File: src/rtl/aes_pkg.sv
// Shared types and helpers for the AES-128 round sequencer.
package aes_pkg;

    typedef enum logic [2:0] {
        ST_IDLE,
        ST_INIT,
        ST_SB,
        ST_SR,
        ST_MC,
        ST_ARK,
        ST_CAP,
        ST_DONE
    } state_t;

    localparam int XOR_LEN_DEF = 18;
    localparam int SB_LEN_DEF  = 17;
    localparam int SR_LEN_DEF  = 30;
    localparam int MC_LEN_DEF  = 21;
    localparam int ARK_LEN_DEF = 17;
    localparam int CAP_DLY_DEF = 1;

    localparam logic [3:0] LAST_ROUND = 4'd10;

    // Round constant for rounds 1..10; zero outside that range.
    function automatic logic [7:0] rcon(input logic [3:0] rnd);
        logic [7:0] rc;
        case (rnd)
            4'd1:    rc = 8'h01;
            4'd2:    rc = 8'h02;
            4'd3:    rc = 8'h04;
            4'd4:    rc = 8'h08;
            4'd5:    rc = 8'h10;
            4'd6:    rc = 8'h20;
            4'd7:    rc = 8'h40;
            4'd8:    rc = 8'h80;
            4'd9:    rc = 8'h1b;
            4'd10:   rc = 8'h36;
            default: rc = 8'h00;
        endcase
        return rc;
    endfunction

    // Byte idx of a 128-bit vector; byte 0 is the most significant.
    function automatic logic [7:0] get_byte(input logic [127:0] vec, input logic [3:0] idx);
        logic [127:0] sh;
        sh = vec << {idx, 3'b000};
        return sh[127:120];
    endfunction

endpackage

File: src/rtl/aes_round_sequencer_key_step.sv
// SubWord(RotWord(w)) ^ Rcon for on-the-fly AES-128 key expansion.
// The S-box is computed as GF(2^8) inversion followed by the affine map.
module aes_key_step
    import aes_pkg::*;
(
    input  logic [31:0] prev_word,
    input  logic [3:0]  round,
    output logic [31:0] step_word
);

    function automatic logic [7:0] xtime(input logic [7:0] a);
        return {a[6:0], 1'b0} ^ (a[7] ? 8'h1b : 8'h00);
    endfunction

    function automatic logic [7:0] gf_mul(input logic [7:0] a, input logic [7:0] b);
        logic [7:0] acc;
        logic [7:0] x;
        acc = 8'h00;
        x   = a;
        for (int i = 0; i < 8; i++) begin
            if (b[i]) acc = acc ^ x;
            x = xtime(x);
        end
        return acc;
    endfunction

    // x^254 is the multiplicative inverse (and maps 0 to 0).
    function automatic logic [7:0] sbox(input logic [7:0] x);
        logic [7:0] p;
        logic [7:0] r;
        p = x;
        r = 8'h01;
        for (int i = 1; i < 8; i++) begin
            p = gf_mul(p, p);
            r = gf_mul(r, p);
        end
        return r ^ {r[6:0], r[7]} ^ {r[5:0], r[7:6]} ^ {r[4:0], r[7:5]}
                 ^ {r[3:0], r[7:4]} ^ 8'h63;
    endfunction

    logic [31:0] rot;

    // Rotate, substitute each byte, fold in the round constant
    always_comb begin
        rot       = {prev_word[23:0], prev_word[31:24]};
        step_word = {sbox(rot[31:24]), sbox(rot[23:16]), sbox(rot[15:8]), sbox(rot[7:0])}
                    ^ {rcon(round), 24'h000000};
    end

endmodule

File: src/rtl/aes_round_sequencer.sv
// Job-level controller for the byte-serial AES-128 encrypt core.
//
// state | meaning
// IDLE  | waiting for a job; start_ready high
// INIT  | stream plaintext and cipher key bytes for the initial AddRoundKey
// SB    | SubBytes; next round key is expanded here at pc 0..3
// SR    | ShiftRows; skips MC in the final round
// MC    | MixColumns
// ARK   | stream round-key bytes for the round AddRoundKey
// CAP   | settle delay before capturing the core message
// DONE  | hold ciphertext until the consumer accepts it
module aes_round_sequencer
    import aes_pkg::*;
#(
    parameter int XOR_LEN = aes_pkg::XOR_LEN_DEF,
    parameter int SB_LEN  = aes_pkg::SB_LEN_DEF,
    parameter int SR_LEN  = aes_pkg::SR_LEN_DEF,
    parameter int MC_LEN  = aes_pkg::MC_LEN_DEF,
    parameter int ARK_LEN = aes_pkg::ARK_LEN_DEF,
    parameter int CAP_DLY = aes_pkg::CAP_DLY_DEF
) (
    input  logic         clock,
    input  logic         reset,
    input  logic         start_valid,
    output logic         start_ready,
    input  logic [127:0] pt,
    input  logic [127:0] key,
    output logic         core_enable,
    output logic [7:0]   core_in,
    output logic [7:0]   core_key,
    input  logic [127:0] core_msg,
    output logic [127:0] ct,
    output logic         ct_valid,
    input  logic         ct_ready,
    output logic         busy,
    output logic [3:0]   round
);

    state_t       state_q;
    state_t       state_d;
    logic [7:0]   pc_q;
    logic [7:0]   phase_len;
    logic         phase_end;
    logic [127:0] pt_q;
    logic [127:0] rk_q;
    logic [127:0] ct_q;
    logic         ct_valid_q;
    logic [3:0]   round_q;
    logic [31:0]  step_word;
    logic         accept;

    assign accept = start_valid && (state_q == ST_IDLE);

    aes_key_step u_key_step (
        .prev_word (rk_q[31:0]),
        .round     (round_q),
        .step_word (step_word)
    );

    // Length of the phase the sequencer is currently in
    always_comb begin
        phase_len = 8'd1;
        case (state_q)
            ST_INIT: phase_len = 8'(XOR_LEN);
            ST_SB:   phase_len = 8'(SB_LEN);
            ST_SR:   phase_len = 8'(SR_LEN);
            ST_MC:   phase_len = 8'(MC_LEN);
            ST_ARK:  phase_len = 8'(ARK_LEN);
            ST_CAP:  phase_len = 8'(CAP_DLY);
            default: phase_len = 8'd1;
        endcase
    end

    assign phase_end = (pc_q == phase_len - 8'd1);

    // Next state and the byte stream driven into the core
    always_comb begin
        state_d     = state_q;
        start_ready = 1'b0;
        busy        = 1'b1;
        core_enable = 1'b0;
        core_in     = 8'h00;
        core_key    = 8'h00;
        case (state_q)
            ST_IDLE: begin
                start_ready = 1'b1;
                busy        = 1'b0;
                if (start_valid) state_d = ST_INIT;
            end
            ST_INIT: begin
                core_enable = 1'b1;
                if (pc_q < 8'd16) begin
                    core_in  = get_byte(pt_q, pc_q[3:0]);
                    core_key = get_byte(rk_q, pc_q[3:0]);
                end
                if (phase_end) state_d = ST_SB;
            end
            ST_SB: begin
                core_enable = 1'b1;
                if (phase_end) state_d = ST_SR;
            end
            ST_SR: begin
                core_enable = 1'b1;
                if (phase_end) state_d = (round_q == LAST_ROUND) ? ST_ARK : ST_MC;
            end
            ST_MC: begin
                core_enable = 1'b1;
                if (phase_end) state_d = ST_ARK;
            end
            ST_ARK: begin
                core_enable = 1'b1;
                if (pc_q < 8'd16) core_key = get_byte(rk_q, pc_q[3:0]);
                if (phase_end) state_d = (round_q == LAST_ROUND) ? ST_CAP : ST_SB;
            end
            ST_CAP: begin
                core_enable = 1'b1;
                if (phase_end) state_d = ST_DONE;
            end
            ST_DONE: begin
                if (ct_ready) state_d = ST_IDLE;
            end
            default: state_d = ST_IDLE;
        endcase
    end

    // State register and per-phase cycle counter
    always_ff @(posedge clock or posedge reset) begin
        if (reset) begin
            state_q <= ST_IDLE;
            pc_q    <= 8'd0;
        end else begin
            state_q <= state_d;
            if (state_d != state_q) begin
                pc_q <= 8'd0;
            end else if (state_q != ST_IDLE && state_q != ST_DONE) begin
                pc_q <= pc_q + 8'd1;
            end
        end
    end

    // Job operands, round counter and one-word-per-cycle key expansion
    always_ff @(posedge clock or posedge reset) begin
        if (reset) begin
            pt_q    <= '0;
            rk_q    <= '0;
            round_q <= 4'd0;
        end else begin
            if (accept) begin
                pt_q    <= pt;
                rk_q    <= key;
                round_q <= 4'd0;
            end
            if (state_q == ST_INIT && phase_end) round_q <= 4'd1;
            if (state_q == ST_ARK && phase_end && round_q != LAST_ROUND) round_q <= round_q + 4'd1;
            if (state_q == ST_SB && pc_q < 8'd4) begin
                case (pc_q[1:0])
                    2'd0: rk_q[127:96] <= rk_q[127:96] ^ step_word;
                    2'd1: rk_q[95:64]  <= rk_q[95:64]  ^ rk_q[127:96];
                    2'd2: rk_q[63:32]  <= rk_q[63:32]  ^ rk_q[95:64];
                    default: rk_q[31:0] <= rk_q[31:0]  ^ rk_q[63:32];
                endcase
            end
        end
    end

    // Ciphertext capture and consumer hand-off
    always_ff @(posedge clock or posedge reset) begin
        if (reset) begin
            ct_q       <= '0;
            ct_valid_q <= 1'b0;
        end else if (state_q == ST_CAP && phase_end) begin
            ct_q       <= core_msg;
            ct_valid_q <= 1'b1;
        end else if (state_q == ST_DONE && ct_ready) begin
            ct_valid_q <= 1'b0;
        end
    end

    assign ct       = ct_q;
    assign ct_valid = ct_valid_q;
    assign round    = round_q;

endmodule
File: config.mk
export PLATFORM = sky130hd
export DESIGN_NAME = aes_round_sequencer
export DESIGN_NICKNAME = d
export VERILOG_FILES = /design/src/rtl/aes_pkg.sv /design/src/rtl/aes_round_sequencer_key_step.sv /design/src/rtl/aes_round_sequencer.sv
export SDC_FILE = /design/constraint.sdc
export NUM_CORES = 2
export LEC_CHECK = 0
export CORE_MARGIN = 3
export CORE_UTILIZATION = 62
export CTS_CLUSTER_DIAMETER = 80
export DETAILED_ROUTE_END_ITERATION = 12
export PLACE_DENSITY_LB_ADDON = 0.08
export SYNTH_ARGS = -nofsm -noshare
export SYNTH_HDL_FRONTEND = slang
export SYNTH_HIERARCHICAL = 1
export SYNTH_SLANG_ARGS = --single-unit
File: constraint.sdc
create_clock -name clock -period 17.3 [get_ports clock]
set_input_delay 2.595 -clock clock [delete_from_list [all_inputs] [get_ports clock]]
set_output_delay 2.595 -clock clock [all_outputs]
set_load 0.02 [all_outputs]
==> impl_metrics.ini <==
[outcome]
status = complete, but fails checks
violations = DRC

[logic_synthesis]
avgSynthCellArea_um2 = 8.13
ys_seq_area_frac = 0.135
synth-seq-cells = 400
ys_warn_count = 6
synthDistinctLibCells = 125
synth.cell_area_um2 = 74200
syn_nets = 9540
synthCells = 9122
async_flop_share = 1.00
synth_top_flop_cell = dfrtp_1
synth-edff-count = 0

[place]
placed_cell_area_um2 = 81600
portBuffers = 539
hpwl_mm = 188
place_congestion = 1.03

[die]
dieArea_um2 = 124000
die_w_um = 352
row_count = 126
pin_count = 540
die-height_um = 352
start_util = 0.627
core_um2 = 118000

[clock_tree]
clockBufferDepth = 3
cts_tree = built
htree_levels = 2
insertion_delay_ns = 0.62
root_buffer = clkbuf_16
clkSlewWorstSetupHoldPaths_ns = 0.07
numCtsBuffers = 44
cts_hold_buf = 0
cts_sinks = 400

[sta]
fin_crit_sh = 0.956
hold_violations = 0
clock.fmax_mhz = 60.5
slew_violations = 0
finalSetupViolations = 0
finalClockSkew_ns = 0.0508
slew_headroom = 0.144
worstMarginPinSlew_ns = 1.28
fin_crit_ns = 16.54

[critical_path]
critPathTopFamily = XOR/XNOR gates
endpoint_kind = flop
crit_required_ns = 17.85
crit_buf_inv = 4
worst_path_max_delay_cell = xnor3_1
path_common_cell = xnor3_1
cp_max_fo = 14
critPathLaunchType = flop
crit_path_max_incr_delay_ns = 0.76
critPathKind = flop to flop
arrival_ns = 17.09

[global_routing]
met2_usage = 0.608
gr-usage-met3 = 0.0758
grt_max_degree = 149
grt_pass1_wl_mm = 386
overflow = 0
grt_usage = 0.385
antenna_found_initial = 19
grtUsageMet1 = 0.520
busiest_layer = met2
grt_pass1_vias = 66000

[cells_and_area]
drive_above_1_share = 0.106
final_area_um2 = 83400
areaGrowthSynthToFinish_pct = 12.4
final_net_count = 9830

[route]
antenna_left = 0
routed_wl_mm = 251
drcViolationCount = 2
dr.pass1.iters = 10
num_vias = 70100
detail_route.wl_per_cell_um = 22.7
viasPerCell = 6.34
drt_iter0_drc = 9137

[hold_path]
hp-class = flop to flop

[job]
cap_violations = 0
[timing repair]
| action | CTS | global route |
|---|---|---|
| setup endpoints to repair | 0 | 27 |
| gates resized for setup | 0 | 44 |
| buffers inserted | 0 | 4 |
[state kept, by name (all words and copies together), names as in the netlist]
| register | flops |
|---|---|
| round | 4 |
| pt_q | 128 |
| ct_valid | 1 |
| ct | 128 |
| rk_q | 128 |
| state_q | 3 |
| pc_q | 8 |
[through the flow]
step	hold slack (ns)	TNS (ns)	util	worst slack, ns	std cells
after floorplan	0.440	0	-	2.14	9122
after global placement	0.453	0	0.689	0.500	11000
after detailed placement	0.459	0	0.689	0.185	11000
after CTS	0.474	0	0.702	0.157	11000
after global routing	0.487	-0.0114	0.704	-0.0114	11000
final	0.471	0	0.704	0.760	11100
[worst reg2reg max path: cells and delay by family (launching register included)]
kind | cells | cell delay, ns
xor+xnor | 31 | 11.99
compound gates | 6 | 1.10
simple gates | 7 | 0.87
buf+inv | 4 | 0.86
flops | 1 | 0.63
fa+ha+maj | 1 | 0.55
mux | 1 | 0.50
[final cells by class]
type	instances	area, um2
Sequential cell	400	10000
Multi-Input combinational cell	7878	61200
Clock inverter	22	253
Clock buffer	58	1240
Inverter	230	871
Antenna cell	7	17.5
Tap cell	1600	2000
Timing Repair Buffer	858	7820
Fill cell	9519	35000
[worst paths after layout]
kind	start	cells past startpoint	slack [ns]	endpoint
worst max register to register	rk_q[27]	50	0.76	rk_q[103]
worst min-delay path	pt_q[40]	2	0.47	pt_q[40]
worst max-delay path	rk_q[27]	50	0.76	rk_q[103]
max in group asynchronous	reset	4	12.32	pt_q[87]
min in group asynchronous	reset	2	2.55	pt_q[28]
worst min register to register	pt_q[40]	2	0.47	pt_q[40]
[synthesized netlist by cell type, types with 64 or more instances]
library cell | instances | area (um2)
nor3_1 | 192 | 961
xnor2_2 | 89 | 1450
o32ai_1 | 114 | 998
o211ai_1 | 76 | 571
clkbuf_1 | 373 | 1400
nor2_1 | 1055 | 3960
inv_1 | 214 | 803
nand3_1 | 191 | 956
mux2i_1 | 197 | 1970
nand2_1 | 1174 | 4410
mux4_2 | 83 | 1870
buf_2 | 139 | 696
a31oi_1 | 64 | 400
mux2_4 | 100 | 1500
mux2_2 | 65 | 732
o21ai_0 | 454 | 2270
xnor2_1 | 1538 | 13500
xor2_1 | 392 | 3430
dfrtp_1 | 400 | 10000
nor2b_1 | 82 | 513
o22ai_1 | 128 | 801
a21oi_1 | 532 | 2660
a211oi_1 | 73 | 548
xnor3_1 | 330 | 7430
[cells by family after synthesis]
group / Yosys count / share of synthesized area
multiplexers: 468 / 0.0856
AO/OA/AOI/OAI: 1880 / 0.161
AND/OR/NAND/NOR: 3015 / 0.175
buffers and inverters: 844 / 0.0500
flip-flops: 400 / 0.135
XOR/XNOR: 2478 / 0.387
adder cells (fa/ha/maj): 37 / 0.00600
[metal layers]
layer	routed length (um)	part of all wire	vias up
met2	113000	0.45	3809
met4	11500	0.046	20
met1	101000	0.40	33600
li1	-	-	32100
met5	128	0.00051	-
met3	25100	0.10	574
[placed cells by master, fill, tap and decap left out, drive strengths merged, types with 319 or more instances in the layout]
master / synthesis / layout
clkdlybuf4s50: 0 / 539
o21ai: 480 / 480
dfrtp: 400 / 400
xnor3: 355 / 355
nor2: 1064 / 1064
xor2: 425 / 425
a21oi: 537 / 537
nand2: 1178 / 1178
xnor2: 1644 / 1644
buf: 241 / 319
Power is not shown: default switching activity piles up to over one toggle a cycle in this logic, so the estimate is an artifact.
